===== config.mk =====
export PLATFORM = sky130hd
export DESIGN_NAME = stall_ctrl_de
export DESIGN_NICKNAME = d
export VERILOG_FILES = /design/src/rtl/stall_ctrl_de.sv
export SDC_FILE = /design/constraint.sdc
export NUM_CORES = 1
export LEC_CHECK = 0
export CORE_UTILIZATION = 30
export DETAILED_ROUTE_END_ITERATION = 10
export HOLD_SLACK_MARGIN = 0.15
export PLACE_DENSITY = 0.66
export SLEW_MARGIN = 20
export SYNTH_ARGS = -nofsm -noshare
export SYNTH_HDL_FRONTEND = slang
export SYNTH_SLANG_ARGS = --single-unit

===== constraint.sdc =====
create_clock -name clk -period 4.27 [get_ports clk]
set_clock_uncertainty 0.05 [all_clocks]
set_input_delay 0.6405 -clock clk [delete_from_list [all_inputs] [get_ports clk]]
set_output_delay 0.6405 -clock clk [all_outputs]
set_load 0.02 [all_outputs]

===== src/rtl/stall_ctrl_de.sv =====
// D-stage hazard/stall controller: Tuse/Tnew register hazards plus
// mult/div busy tracking so HI/LO users wait in D.
module stall_ctrl_de #(
  parameter int MULT_CYC = 5,
  parameter int DIV_CYC  = 10
) (
  input  logic       clk,
  input  logic       reset,
  input  logic [4:0] D_rs_addr,
  input  logic [4:0] D_rt_addr,
  input  logic [1:0] D_rs_tuse,
  input  logic [1:0] D_rt_tuse,
  input  logic       D_md_use,
  input  logic [4:0] E_wa,
  input  logic [1:0] E_tnew,
  input  logic [4:0] M_wa,
  input  logic [1:0] M_tnew,
  input  logic       E_md_start,
  input  logic       E_md_is_div,
  input  logic       int_req,
  output logic       stopen_PC,
  output logic       stopen_FD,
  output logic       clear_DE,
  output logic       md_busy,
  output logic [3:0] md_cnt
);

  if (MULT_CYC < 1 || MULT_CYC > 15 || DIV_CYC < 1 || DIV_CYC > 15) begin : g_chk
    $error("stall_ctrl_de: MULT_CYC/DIV_CYC must be in 1..15");
  end

  typedef enum logic {
    IDLE = 1'b0,
    BUSY = 1'b1
  } state_t;

  state_t     r_state;
  state_t     w_state_nxt;
  logic [3:0] r_cnt;
  logic [3:0] w_cnt_nxt;

  logic w_rs_stall;
  logic w_rt_stall;
  logic w_md_stall;
  logic w_stall;

  // Equal Tnew/Tuse is covered by forwarding, hence strict '>'
  assign w_rs_stall = (D_rs_addr != 5'd0) && (D_rs_tuse != 2'd3) &&
                      ((D_rs_addr == E_wa && E_tnew > D_rs_tuse) ||
                       (D_rs_addr == M_wa && M_tnew > D_rs_tuse));

  assign w_rt_stall = (D_rt_addr != 5'd0) && (D_rt_tuse != 2'd3) &&
                      ((D_rt_addr == E_wa && E_tnew > D_rt_tuse) ||
                       (D_rt_addr == M_wa && M_tnew > D_rt_tuse));

  assign w_md_stall = D_md_use && (md_busy || E_md_start);

  assign w_stall = (w_rs_stall || w_rt_stall || w_md_stall) &&
                   !int_req && !reset;

  assign stopen_PC = w_stall;
  assign stopen_FD = w_stall;
  assign clear_DE  = w_stall;

  assign md_busy = (r_state == BUSY);
  assign md_cnt  = r_cnt;

  always_comb begin
    w_state_nxt = r_state;
    w_cnt_nxt   = r_cnt;
    unique case (r_state)
      IDLE: begin
        w_cnt_nxt = 4'd0;
        if (E_md_start && !int_req) begin
          w_state_nxt = BUSY;
          w_cnt_nxt   = E_md_is_div ? 4'(DIV_CYC) : 4'(MULT_CYC);
        end
      end
      BUSY: begin
        // Starts while busy are ignored; the count always runs out
        if (r_cnt <= 4'd1) begin
          w_state_nxt = IDLE;
          w_cnt_nxt   = 4'd0;
        end else begin
          w_cnt_nxt = r_cnt - 4'd1;
        end
      end
      default: begin
        w_state_nxt = IDLE;
        w_cnt_nxt   = 4'd0;
      end
    endcase
  end

  always_ff @(posedge clk) begin
    if (reset) begin
      r_state <= IDLE;
      r_cnt   <= 4'd0;
    end else begin
      r_state <= w_state_nxt;
      r_cnt   <= w_cnt_nxt;
    end
  end

endmodule


Word-level counts from Yosys, hierarchy flattened
Cells that the tools add are included.
Widths: inputs -> output; s select.
- bits in registers: 5
- input bits: 34
- word-level logic and storage cells: 43
- $add $sub $neg: 1
- $lt $le $gt $ge: 5
- eq/ne operators: 6
- multiplexer cells: 7
- bitwise operators: 1
- reductions and logical operators: 21
- operator list (cell ; number):
    $eq 5x5->1 ; 4
    $logic_and 1x1->1 ; 12
    $mux 4 ; 3
    $reduce_bool 5->1 ; 2
    $gt 2x2->1 ; 4
    $pmux 4 s2 ; 1
    $logic_or 1x1->1 ; 5
    $le 4x1->1 const B ; 1
    $ne 2x2->1 const B ; 2
    $sub 4x1->4 const B ; 1
    $logic_not 1->1 ; 2
    $mux 1 ; 2
    $pmux 1 s2 ; 1
    $not 1->1 ; 1

Logic depth before layout (Yosys ltp)
- word-level depth: 8
- depth in mapped cells: 8
- depth with buffers taken out: 7

Worst setup path after synthesis
OpenSTA, ideal clock, no wires.
- path kind: input -> output
- start: input D_rt_tuse[1]
- end: output stopen_FD
- arrival: 2.051 ns
- path slack: 1.529 ns
- stages: 8
- cell sequence: inv_1 > ha_1 > nand2_1 > nand4_1 > nor4_1 > o221ai_1 > o311ai_1 > buf_4
- cells in the longest elaborated chain, start to end: 8
- ends and longest elaborated chain (element ; line ; source):
    start, declared ; 12 ; input logic [1:0] D_rt_tuse,
    $gt 2x2->1 (on tied branches) ; 53, 54 ;
    $logic_and 1x1->1 (on tied branches) ; 53, 54 ;
    $logic_or 1x1->1 ; 53 ; ((D_rt_addr == E_wa && E_tnew > D_rt_tuse) ||
    $logic_and 1x1->1 * ; 52 ; assign w_rt_stall = (D_rt_addr != 5'd0) && (D_rt_tuse != 2'd3) &&
    $logic_or 1x1->1 * (2 in a row) ; 58 ; assign w_stall = (w_rs_stall || w_rt_stall || w_md_stall) &&
    $logic_and 1x1->1 * ; 58 ;
    $logic_and 1x1->1 * ; 59 ; !int_req && !reset;
    end, declared ; 22 ; output logic stopen_FD,
Every way passes the cells marked *; elsewhere a longest branch is shown, timed or not.

Worst setup path after layout
- start: input D_rt_tuse[1]
- end: output clear_DE
- cells in the longest elaborated chain, start to end: 8
- ends and longest elaborated chain (element ; line ; source):
    $gt 2x2->1 (on tied branches) ; 53, 54 ;
    $logic_and 1x1->1 (on tied branches) ; 53, 54 ;
    $logic_or 1x1->1 ; 53 ;
    $logic_and 1x1->1 * ; 52 ;
    $logic_or 1x1->1 * (2 in a row) ; 58 ;
    $logic_and 1x1->1 * ; 58 ;
    $logic_and 1x1->1 * ; 59 ;
    end, declared ; 23 ; output logic clear_DE,
Marked as above.

==> metrics <==
status=finished, final reports clean; Worst-Skew Late Latency=0.24 ns; n_diodes=0; area grow syn2layout=64.1%; Slowest-stage cell, CP=clkdlybuf4s50_1; drt wl/cell=12.0 um; core area=0.00221 sq mm; final WL=1940 um; share of the synthesized area in the top cell type=17.7%; Num CTS Buffers=3; die area=0.00255 sq mm; CTS Sinks=5; FP Rows=17; Routed Antenna Nets=0; die width=50.5 um; Synth Register Bits=5; Warnings, synthesis=0; initial drt markers=20; post-synthesis sequential area ratio=14.2%; post-CTS sizing=0; syn_nets=135; IO buf count=41; Clock Tree Root=clkbuf_4; number of global-route vias before repair=813; Setup-failing EPs final=0; startpoint types=primary input; Clock transition at path regs=0.04 ns; final setup TNS=0 ns; Placed Area=0.00113 sq mm; Post-CTS Setup Inserts=0; WHS=0.554 ns; initial antenna violation count=0; worst-path maximum fanout=3; Hold Fails Final Rpt=0; most frequent CP cell=clkdlybuf4s50_1; final non-filler cell total=161; grt ovf=0; Slew headroom=70.8%; I/O pins=42; # hold bufs at CTS=0; routed vias/inst=4.96; most frequent cells after synthesis=xnor2_1, inv_1, ha_1, xor2_1, nand2_1; Mean Syn Cell Area=7.77 sq um; Post-synth EDFFs=0; Final period util=87.6%; vias post-DR=799; fraction of layout cells with a size suffix above 1=2.26%; PD cells=174 mW/mm^2; Final Cell Area=0.00116 sq mm; Top FF cell, synth=dfxtp_1; maxcap violations=0; largest net degree at the start of global routing=9; Critical Path RT=3.58 ns; critical path class=primary input to primary output; Worst setup EP type=primary output; leading area contributor after synthesis=ha_1; slew of the pin with the lowest slew margin=0.431 ns; CTS Buffer Depth=2; DRC Markers=0; fmax=267 MHz; most common cell in the netlist=xnor2_1; async set-or-reset flop fraction in the synthesized netlist=0%; GRT Overall Usage=16.6%; Initial DRT Pass Iterations=4; DIE HEIGHT=50.5 um; crit path DAT=3.05 ns; CP Cell Sequence=clkdlybuf4s50_1 -> inv_1 -> ha_1 -> nand2_1 -> nand4_1 -> nor4_1 -> o221ai_1 -> o311ai_1 -> clkdlybuf4s50_1; Crit path largest cell delay=0.71 ns; mapped cell area=707 sq um; HP Class=flip-flop to flip-flop; crit path time final=3.74 ns; H-tree depth=1; DPL Wire Length=1710 um; Mapped Cells=91; Routability Congestion=0.829; starting density of the core=32.0%; dominant cells by area after synthesis=ha_1, xnor2_1, dfxtp_1; fin. max-slew vios=0; # placed instances=157; Nets=178; VDD IR max=0.140 mV; first-pass GRT wire length=3260 um; RSZ-0062 raised after global routing=false; CTS tree=yes; fill cell count=229; library cells used by synthesis=22; leakage power=0.444 nW
logic make-up after synthesis:
family	share of synthesized area, %
AO/OA/AOI/OAI	14.2
XOR/XNOR	27.3
adder cells (fa/ha/maj)	17.7
buffers and inverters	8.49
flip-flops	14.2
AND/OR/NAND/NOR	18.2
power breakdown:
| part | switching, W | internal, W | leakage (nW) |
|---|---|---|---|
| clock | 0.0000196 | 0.0000353 | 0.0150 |
| combinational | 0.0000412 | 0.0000545 | 0.388 |
| sequential | 0.00000198 | 0.0000489 | 0.0408 |
metal layers:
layer | vias up | routed length (um) | track usage, %
li1 | 403 | - | -
met1 | 367 | 878 | 19.6
met2 | 27 | 934 | 29.1
met3 | 2 | 109 | 3.64
met4 | 0 | 16 | 5.56
met5 | - | 0 | 0
area by class of cell:
type	instances	area, sq um	share of cell area (%)
timing repair buffer	41	410	35.4
clock buffer	4	26.3	2.27
multi-input combinational	72	547	47.1
inverter	11	41.3	3.56
sequential	5	100	8.63
tap	28	35.0	3.02
path summary, 6_finish.rpt:
kind | endpoint | slack [ns] | depth (start not counted) | start
setup / recovery | clear_DE | 0.53 | 9 | D_rt_tuse[1]
hold / removal | md_cnt[3] | 0.55 | 3 | md_cnt[3]
setup reg to reg | md_cnt[0] | 2.90 | 6 | md_cnt[0]
hold reg to reg | md_cnt[3] | 0.55 | 3 | md_cnt[3]
per-stage QoR:
stage | worst slack [ns] | power [W] | utilization [%]
floorplan | 1.53 | 0.0000948 | -
global placement | 0.541 | 0.000146 | 51.2
detailed placement | 0.521 | 0.000147 | 51.2
CTS | 0.514 | 0.000204 | 52.4
global route | 0.364 | 0.000217 | 52.4
finish | 0.529 | 0.000202 | 52.4
cell usage in the layout, fill, tap and decap left out, drive strengths merged:
cell type      instances
xnor2                 12
a21oi                  6
nor3b                  1
inv                   11
a211oi                 2
nor4                   4
o311ai                 1
xor2                  10
o221ai                 2
ha                    10
a21boi                 2
or4                    2
clkdlybuf4s50         41
dfxtp                  5
nor2                   5
nor3                   1
clkbuf                 4
nand2b                 1
o31a                   1
o21ai                  1
nand2                  7
nand4                  4
worst max-delay path: cells and delay by family:
kind | cells | cell delay (ns)
compound gates | 2 | 0.35
fa+ha+maj | 1 | 0.30
buf+inv | 3 | 1.27
simple gates | 3 | 0.50
flip-flops by register name, summed over array words and instances, names as in the netlist:
name,count
md_cnt,4
md_busy,1
Note: power is estimated with default switching activity, not from simulation.
